--- src/rtl/sb_dcache_store_port_pkg.sv ---
// Shared encodings for the store-buffer drain port: memory access types, entry pointer width
// and the store-port FSM state set.
package sb_dcache_store_port_pkg;

    localparam int unsigned SB_PTR_W = 3;

    localparam logic [1:0] MAT_UNCACHED = 2'b00;
    localparam logic [1:0] MAT_CACHED   = 2'b01;

    typedef enum logic [2:0] {
        StIdle,
        StCreq,
        StCwait,
        StRefill,
        StUreq,
        StUwait,
        StDone
    } sp_state_e;

    // Only the 2'b01 encoding goes through the cache; every other MAT is treated as uncached.
    function automatic logic is_cached(input logic [1:0] mat);
        return mat == MAT_CACHED;
    endfunction

endpackage

--- src/rtl/sb_dcache_store_port.sv ---
// Store-buffer drain port: takes one retired store at a time, writes it to the D-cache (with
// miss refill and bounded retry) or to the uncached bus, and reports accept/complete pulses.
module sb_dcache_store_port
    import sb_dcache_store_port_pkg::*;
#(
    parameter int unsigned ADDR_W     = 32,
    parameter int unsigned DATA_W     = 32,
    parameter int unsigned LINE_OFF_W = 4,
    parameter int unsigned RETRY_MAX  = 3
) (
    input  logic                clk,
    input  logic                rst_n,
    input  logic                flush,

    input  logic                sb_to_dcd_able,
    input  logic [1:0]          sb_to_dcd_a_mat,
    input  logic [SB_PTR_W-1:0] sb_to_dcd_a_ptr,
    input  logic [ADDR_W-1:0]   sb_to_dcd_a_phy_addr,
    input  logic [DATA_W-1:0]   sb_to_dcd_a_phy_data,
    input  logic [3:0]          sb_to_dcd_a_strb,

    output logic                dcd_to_sb_success,
    output logic                dcd_to_sb_back_able,
    output logic [SB_PTR_W-1:0] dcd_to_sb_back_ptr,
    output logic                dcd_to_sb_err,

    output logic                cache_req,
    output logic [ADDR_W-1:0]   cache_addr,
    output logic [DATA_W-1:0]   cache_data,
    output logic [3:0]          cache_strb,
    input  logic                cache_ready,
    input  logic                cache_resp_valid,
    input  logic                cache_hit,

    output logic                refill_req,
    output logic [ADDR_W-1:0]   refill_addr,
    input  logic                refill_done,

    output logic                unc_req,
    output logic [ADDR_W-1:0]   unc_addr,
    output logic [DATA_W-1:0]   unc_data,
    output logic [3:0]          unc_strb,
    input  logic                unc_ready,
    input  logic                unc_b_valid,

    output logic                port_idle
);

    // Counter must be able to hold RETRY_MAX + 1 so the over-limit miss is representable.
    localparam int unsigned CNT_W = $clog2(RETRY_MAX + 2);
    localparam logic [CNT_W-1:0] RETRY_LIM = CNT_W'(RETRY_MAX);

    sp_state_e state_q, state_d;

    logic [SB_PTR_W-1:0] ptr_q;
    logic [ADDR_W-1:0]   addr_q;
    logic [DATA_W-1:0]   data_q;
    logic [3:0]          strb_q;

    logic [CNT_W-1:0] retry_cnt_q, retry_cnt_d, retry_inc;
    logic             squash_q, squash_d;
    logic             err_q, err_d;

    logic                cache_req_q, refill_req_q, unc_req_q, port_idle_q;
    logic                back_able_q, back_err_q;
    logic [SB_PTR_W-1:0] back_ptr_q;

    logic accept;

    assign accept    = (state_q == StIdle) & sb_to_dcd_able & ~flush &
                       (sb_to_dcd_a_ptr != '0);
    assign retry_inc = retry_cnt_q + 1'b1;

    always_comb begin
        state_d     = state_q;
        retry_cnt_d = retry_cnt_q;
        squash_d    = squash_q;
        err_d       = err_q;

        // A flush while busy cannot abort the bus transaction; it only suppresses completion.
        if (state_q != StIdle && flush) begin
            squash_d = 1'b1;
        end

        unique case (state_q)
            StIdle: begin
                if (accept) begin
                    state_d     = is_cached(sb_to_dcd_a_mat) ? StCreq : StUreq;
                    retry_cnt_d = '0;
                    squash_d    = 1'b0;
                    err_d       = 1'b0;
                end
            end
            StCreq: begin
                if (cache_ready) begin
                    state_d = StCwait;
                end
            end
            StCwait: begin
                if (cache_resp_valid) begin
                    if (cache_hit) begin
                        state_d = StDone;
                    end else begin
                        retry_cnt_d = retry_inc;
                        if (retry_inc > RETRY_LIM) begin
                            err_d   = 1'b1;
                            state_d = StDone;
                        end else begin
                            state_d = StRefill;
                        end
                    end
                end
            end
            StRefill: begin
                if (refill_done) begin
                    state_d = StCreq;
                end
            end
            StUreq: begin
                if (unc_ready) begin
                    state_d = StUwait;
                end
            end
            StUwait: begin
                if (unc_b_valid) begin
                    state_d = StDone;
                end
            end
            StDone: begin
                state_d = StIdle;
            end
            default: begin
                state_d = StIdle;
            end
        endcase
    end

    always_ff @(posedge clk or negedge rst_n) begin
        if (!rst_n) begin
            state_q      <= StIdle;
            ptr_q        <= '0;
            addr_q       <= '0;
            data_q       <= '0;
            strb_q       <= '0;
            retry_cnt_q  <= '0;
            squash_q     <= 1'b0;
            err_q        <= 1'b0;
            cache_req_q  <= 1'b0;
            refill_req_q <= 1'b0;
            unc_req_q    <= 1'b0;
            port_idle_q  <= 1'b1;
            back_able_q  <= 1'b0;
            back_err_q   <= 1'b0;
            back_ptr_q   <= '0;
        end else begin
            state_q     <= state_d;
            retry_cnt_q <= retry_cnt_d;
            squash_q    <= squash_d;
            err_q       <= err_d;

            if (accept) begin
                ptr_q  <= sb_to_dcd_a_ptr;
                addr_q <= sb_to_dcd_a_phy_addr;
                data_q <= sb_to_dcd_a_phy_data;
                strb_q <= sb_to_dcd_a_strb;
            end

            // Outputs are decoded from the next state so they line up with state_q.
            cache_req_q  <= (state_d == StCreq);
            refill_req_q <= (state_d == StRefill);
            unc_req_q    <= (state_d == StUreq);
            port_idle_q  <= (state_d == StIdle);
            back_able_q  <= (state_d == StDone) & ~squash_d;
            back_err_q   <= (state_d == StDone) & err_d & ~squash_d;
            back_ptr_q   <= (state_d == StDone) ? ptr_q : '0;
        end
    end

    assign dcd_to_sb_success   = accept;
    assign dcd_to_sb_back_able = back_able_q;
    assign dcd_to_sb_back_ptr  = back_ptr_q;
    assign dcd_to_sb_err       = back_err_q;

    // Payload comes straight from the capture registers, which only change on accept in idle,
    // so it is stable for the whole request window.
    assign cache_req   = cache_req_q;
    assign cache_addr  = addr_q;
    assign cache_data  = data_q;
    assign cache_strb  = strb_q;

    assign refill_req  = refill_req_q;
    assign refill_addr = {addr_q[ADDR_W-1:LINE_OFF_W], {LINE_OFF_W{1'b0}}};

    assign unc_req     = unc_req_q;
    assign unc_addr    = addr_q;
    assign unc_data    = data_q;
    assign unc_strb    = strb_q;

    assign port_idle   = port_idle_q;

endmodule

--- config.mk ---
export PLATFORM = sky130hd
export DESIGN_NAME = sb_dcache_store_port
export DESIGN_NICKNAME = d
export VERILOG_FILES = /design/src/rtl/sb_dcache_store_port_pkg.sv /design/src/rtl/sb_dcache_store_port.sv
export SDC_FILE = /design/constraint.sdc
export NUM_CORES = 1
export LEC_CHECK = 0
export CORE_UTILIZATION = 30
export CTS_CLUSTER_DIAMETER = 150
export DETAILED_ROUTE_END_ITERATION = 16
export GPL_TIMING_DRIVEN = 0
export PLACE_DENSITY = 0.67
export SLEW_MARGIN = 20
export SYNTH_ARGS = -nofsm -noshare
export SYNTH_HDL_FRONTEND = slang
export SYNTH_SLANG_ARGS = --single-unit
--- constraint.sdc ---
create_clock -name clk -period 2.5 [get_ports clk]
set_input_delay 0.25 -clock clk [delete_from_list [all_inputs] [get_ports clk]]
set_output_delay 0.25 -clock clk [all_outputs]
set_load 0.01 [all_outputs]
==> run metrics, run 1 <==
status=finished clean; area delta synth->final=73.6%; Via Count=3902; Layout Nets=about 830; fin cells=934; area post-placement=~0.0071 sq mm; r2r setup slk=0.46 ns; setup_tns=0 ns; critical path required time=2.25 ns; Max stage delay cell, worst path=clkdlybuf4s50_1; Die X-Extent=121 um; clk sink count=88; Max-slew headroom=a little under two thirds; worst vdd ir=around 0.0005 V; most common cell after layout, fill and taps aside=clkdlybuf4s50_1; GRT Util Overall=around 17%; vias in the first global route=around 3800; mapped cell area=between 0.004 and 0.005 sq mm; LEAKAGE=3.59 nW; Worst-Skew Late Latency=roughly 0.34 ns; setup ws final=0.104 ns; antenna diode count=0; drt first pass iters=4; clk root buf=clkbuf_16; Routability Congestion=a little under 0.8; f_max=around 420 MHz; worst hold slack=between 0.4 and 0.5 ns; CTS tree=yes; clk_skew=about 0.0068 ns; FILL cells=between 1000 and 1500; Worst-path clk slew=0.06 ns; Hold WC Path Type=in2async; core area=about 0.014 sq mm; total die area=roughly 0.015 sq mm; CTS Buffer Depth=2; final wirelength=12500 um; Synth warnings=0; CTS Buf Count=9; Unique masters post-synth=40; sequential area share after synthesis=about half; Syn Area/Cell=9.00 sq um; crit-path cells=nor3_4 > nand4b_4 > inv_6 > buf_4 > clkdlybuf4s50_1; DR DRC count=0; worst-margin pin slew=0.540 ns; layout cells sized above 1=between 10% and 20%; Crit. End Element=output port; Critical Path Fanout Max=10; Seq cells post-synth=between 80 and 90; crit share post-route=a little over nine tenths; critical path class=reg2out; # port buffers=between 200 and 300; Mapped Cells=between 400 and 500; Die Span Y=~120 um; final instance area=between 0.007 and 0.008 sq mm; grt total ovfl=0; Largest stage delay, worst path=0.55 ns; hpwl dp=9580 um; first-pass GRT wire length=19500 um; clock period minus final worst setup slack=2.40 ns; post-route ant nets=0; H-Tree Depth=3; count of final hold-check violations=0; Starting Density=a little under a third; Slew Viols, Final=0; dpl cells=916; initial antenna violation count=0; # rows=43; worst path arrival time=2.15 ns; Startpoint Class=flip-flop; largest net degree at the start of global routing=50; Top Ports=around 260; PwrDens=1270 mW/mm^2; routed length per instance=between 10 and 15 um; dpl ws=-0.145 ns; Max Cap Violations=0; final setup vio count=0; most frequent cells in the layout=clkdlybuf4s50_1, nand2_1, buf_4; Via density=4.18; DR iter-0 viols=150
-- sequential cells by signal, indices dropped and copies added, names as in the netlist, 3 cells and up --
| register | count |
|---|---|
| cache_addr | 32 |
| cache_data | 32 |
| cache_strb | 4 |
| dcd_to_sb_back_ptr | 3 |
| ptr_q | 3 |
| retry_cnt_q | 3 |
| state_q | 3 |
-- critical path, delay by kind of cell (launching register included) --
| kind | cells | cell delay (ns) |
|---|---|---|
| buffers and inverters | 3 | 0.83 |
| DFF | 1 | 0.46 |
| and+or+nand+nor | 2 | 0.52 |
-- per-layer routing --
| metal | global-route usage (%) | wire length [um] |
|---|---|---|
| met1 | 20.7 | 5180 |
| met2 | 29.9 | 6220 |
| met3 | 4.09 | 867 |
| met4 | 7.72 | 235 |
| met5 | 0 | 0 |
-- cell usage after synthesis --
| cell type | count | share of area (%) |
|---|---|---|
| nand3b_1 | 2 | 0.35 |
| nor3_4 | 1 | 0.38 |
| nor3b_1 | 3 | 0.53 |
| o2111a_1 | 1 | 0.26 |
| nand4bb_1 | 1 | 0.26 |
| inv_1 | 1 | 0.088 |
| nor2b_1 | 2 | 0.29 |
| and3b_1 | 1 | 0.20 |
| nor3b_2 | 1 | 0.29 |
| nand4_4 | 1 | 0.50 |
| nand2b_1 | 6 | 0.88 |
| buf_4 | 100 | 18 |
| nand4b_4 | 1 | 0.56 |
| a21o_1 | 1 | 0.18 |
| mux2i_1 | 1 | 0.23 |
| nor2_1 | 2 | 0.18 |
| dfstp_2 | 1 | 0.61 |
| nor3_1 | 2 | 0.23 |
| dfrtp_1 | 87 | 51 |
| nor4b_2 | 1 | 0.35 |
| and4bb_1 | 1 | 0.29 |
| a21oi_1 | 3 | 0.35 |
| o211ai_1 | 1 | 0.18 |
| nand3_1 | 3 | 0.35 |
| and3_1 | 2 | 0.29 |
| nand2_1 | 217 | 19 |
| and3_4 | 1 | 0.26 |
| clkbuf_1 | 2 | 0.18 |
| ha_1 | 2 | 0.58 |
| xor2_1 | 1 | 0.20 |
| a22o_1 | 1 | 0.20 |
| inv_2 | 2 | 0.18 |
| conb_1 | 1 | 0.088 |
| o21ai_0 | 2 | 0.23 |
| or3_1 | 1 | 0.15 |
| a211oi_1 | 2 | 0.35 |
| a311o_1 | 1 | 0.23 |
| o2bb2ai_1 | 1 | 0.20 |
| buf_2 | 15 | 1.8 |
| o31ai_1 | 1 | 0.18 |
-- power by group --
part	internal (mW)	switching [mW]	leakage [nW]
clock network	0.826	0.539	0.150
registers	2.05	0.612	1.11
logic	3.45	1.98	2.33
-- logic make-up (layout without fill, tap and decap cells) --
| logic type | after synthesis | after routing | synth area share (%) |
|---|---|---|---|
| other | 1 | 4 | 0.0876 |
| AOI/OAI and AO/OA | 14 | 14 | 2.37 |
| adders and majority gates | 2 | 2 | 0.584 |
| xor gates and xnor gates | 1 | 1 | 0.205 |
| DFF | 88 | 88 | 51.4 |
| and+or+nand+nor | 249 | 249 | 25.4 |
| muxes | 1 | 1 | 0.234 |
| buffers and inverters | 120 | 395 | 19.7 |
-- timing repair --
item | in CTS | in global routing
endpoints found under the hold margin | 39 | 0
hold buffers | 1 | 0
setup endpoints to repair | 1 | 1
pin swaps | 1 | 1
resized for setup | 3 | 1
setup buffers | 1 | 1
-- final timing paths --
check	cells past startpoint	start	endpoint
worst min-delay path	2	rst_n	cache_data[23]$_DFFE_PN0P_
worst max-delay path	5	state_q[1]$_DFF_PN0_	dcd_to_sb_success
worst min register to register	2	ptr_q[0]$_DFFE_PN0P_	ptr_q[0]$_DFFE_PN0P_
worst max register to register	7	retry_cnt_q[0]$_DFFE_PN0P_	dcd_to_sb_back_ptr[1]$_DFF_PN0_
max in group asynchronous	3	rst_n	port_idle$_DFF_PN1_
min in group clk	3	sb_to_dcd_a_phy_data[4]	cache_data[4]$_DFFE_PN0P_
-- stage by stage --
stage	total power [mW]	utilization [%]
2_1_floorplan	5.09	-
3_5_place_dp	8.15	51.2
6_report	9.46	53.6
4_1_cts	9.58	53.5
5_1_grt	10.1	53.6
3_3_place_gp	8.05	51.0
-- final cells by class --
| cell class | count | area [sq um] | area share, % |
|---|---|---|---|
| clock inverters | 3 | 40.0 | 0.538 |
| well taps | 180 | 225 | 3.03 |
| plain buffers | 116 | 831 | 11.2 |
| clock buffers | 13 | 260 | 3.50 |
| multi-input cells | 271 | 1250 | 16.8 |
| inverters | 3 | 16.3 | 0.219 |
| repair buffers | 260 | 2610 | 35.1 |
| flip-flops and latches | 88 | 2200 | 29.6 |
Note: power is estimated with default switching activity, not from simulation.
==> inputs of run 2 (changes only) <==
- CAP_MARGIN: default -> 20
==> results of run 2 <==
Final layout, timing and power as in run 1 (identical DEF).
==> inputs of run 3 (changes only) <==
- CTS_CLUSTER_SIZE: default -> 25
==> results of run 3 <==
Final layout, timing and power as in run 1 (identical DEF).
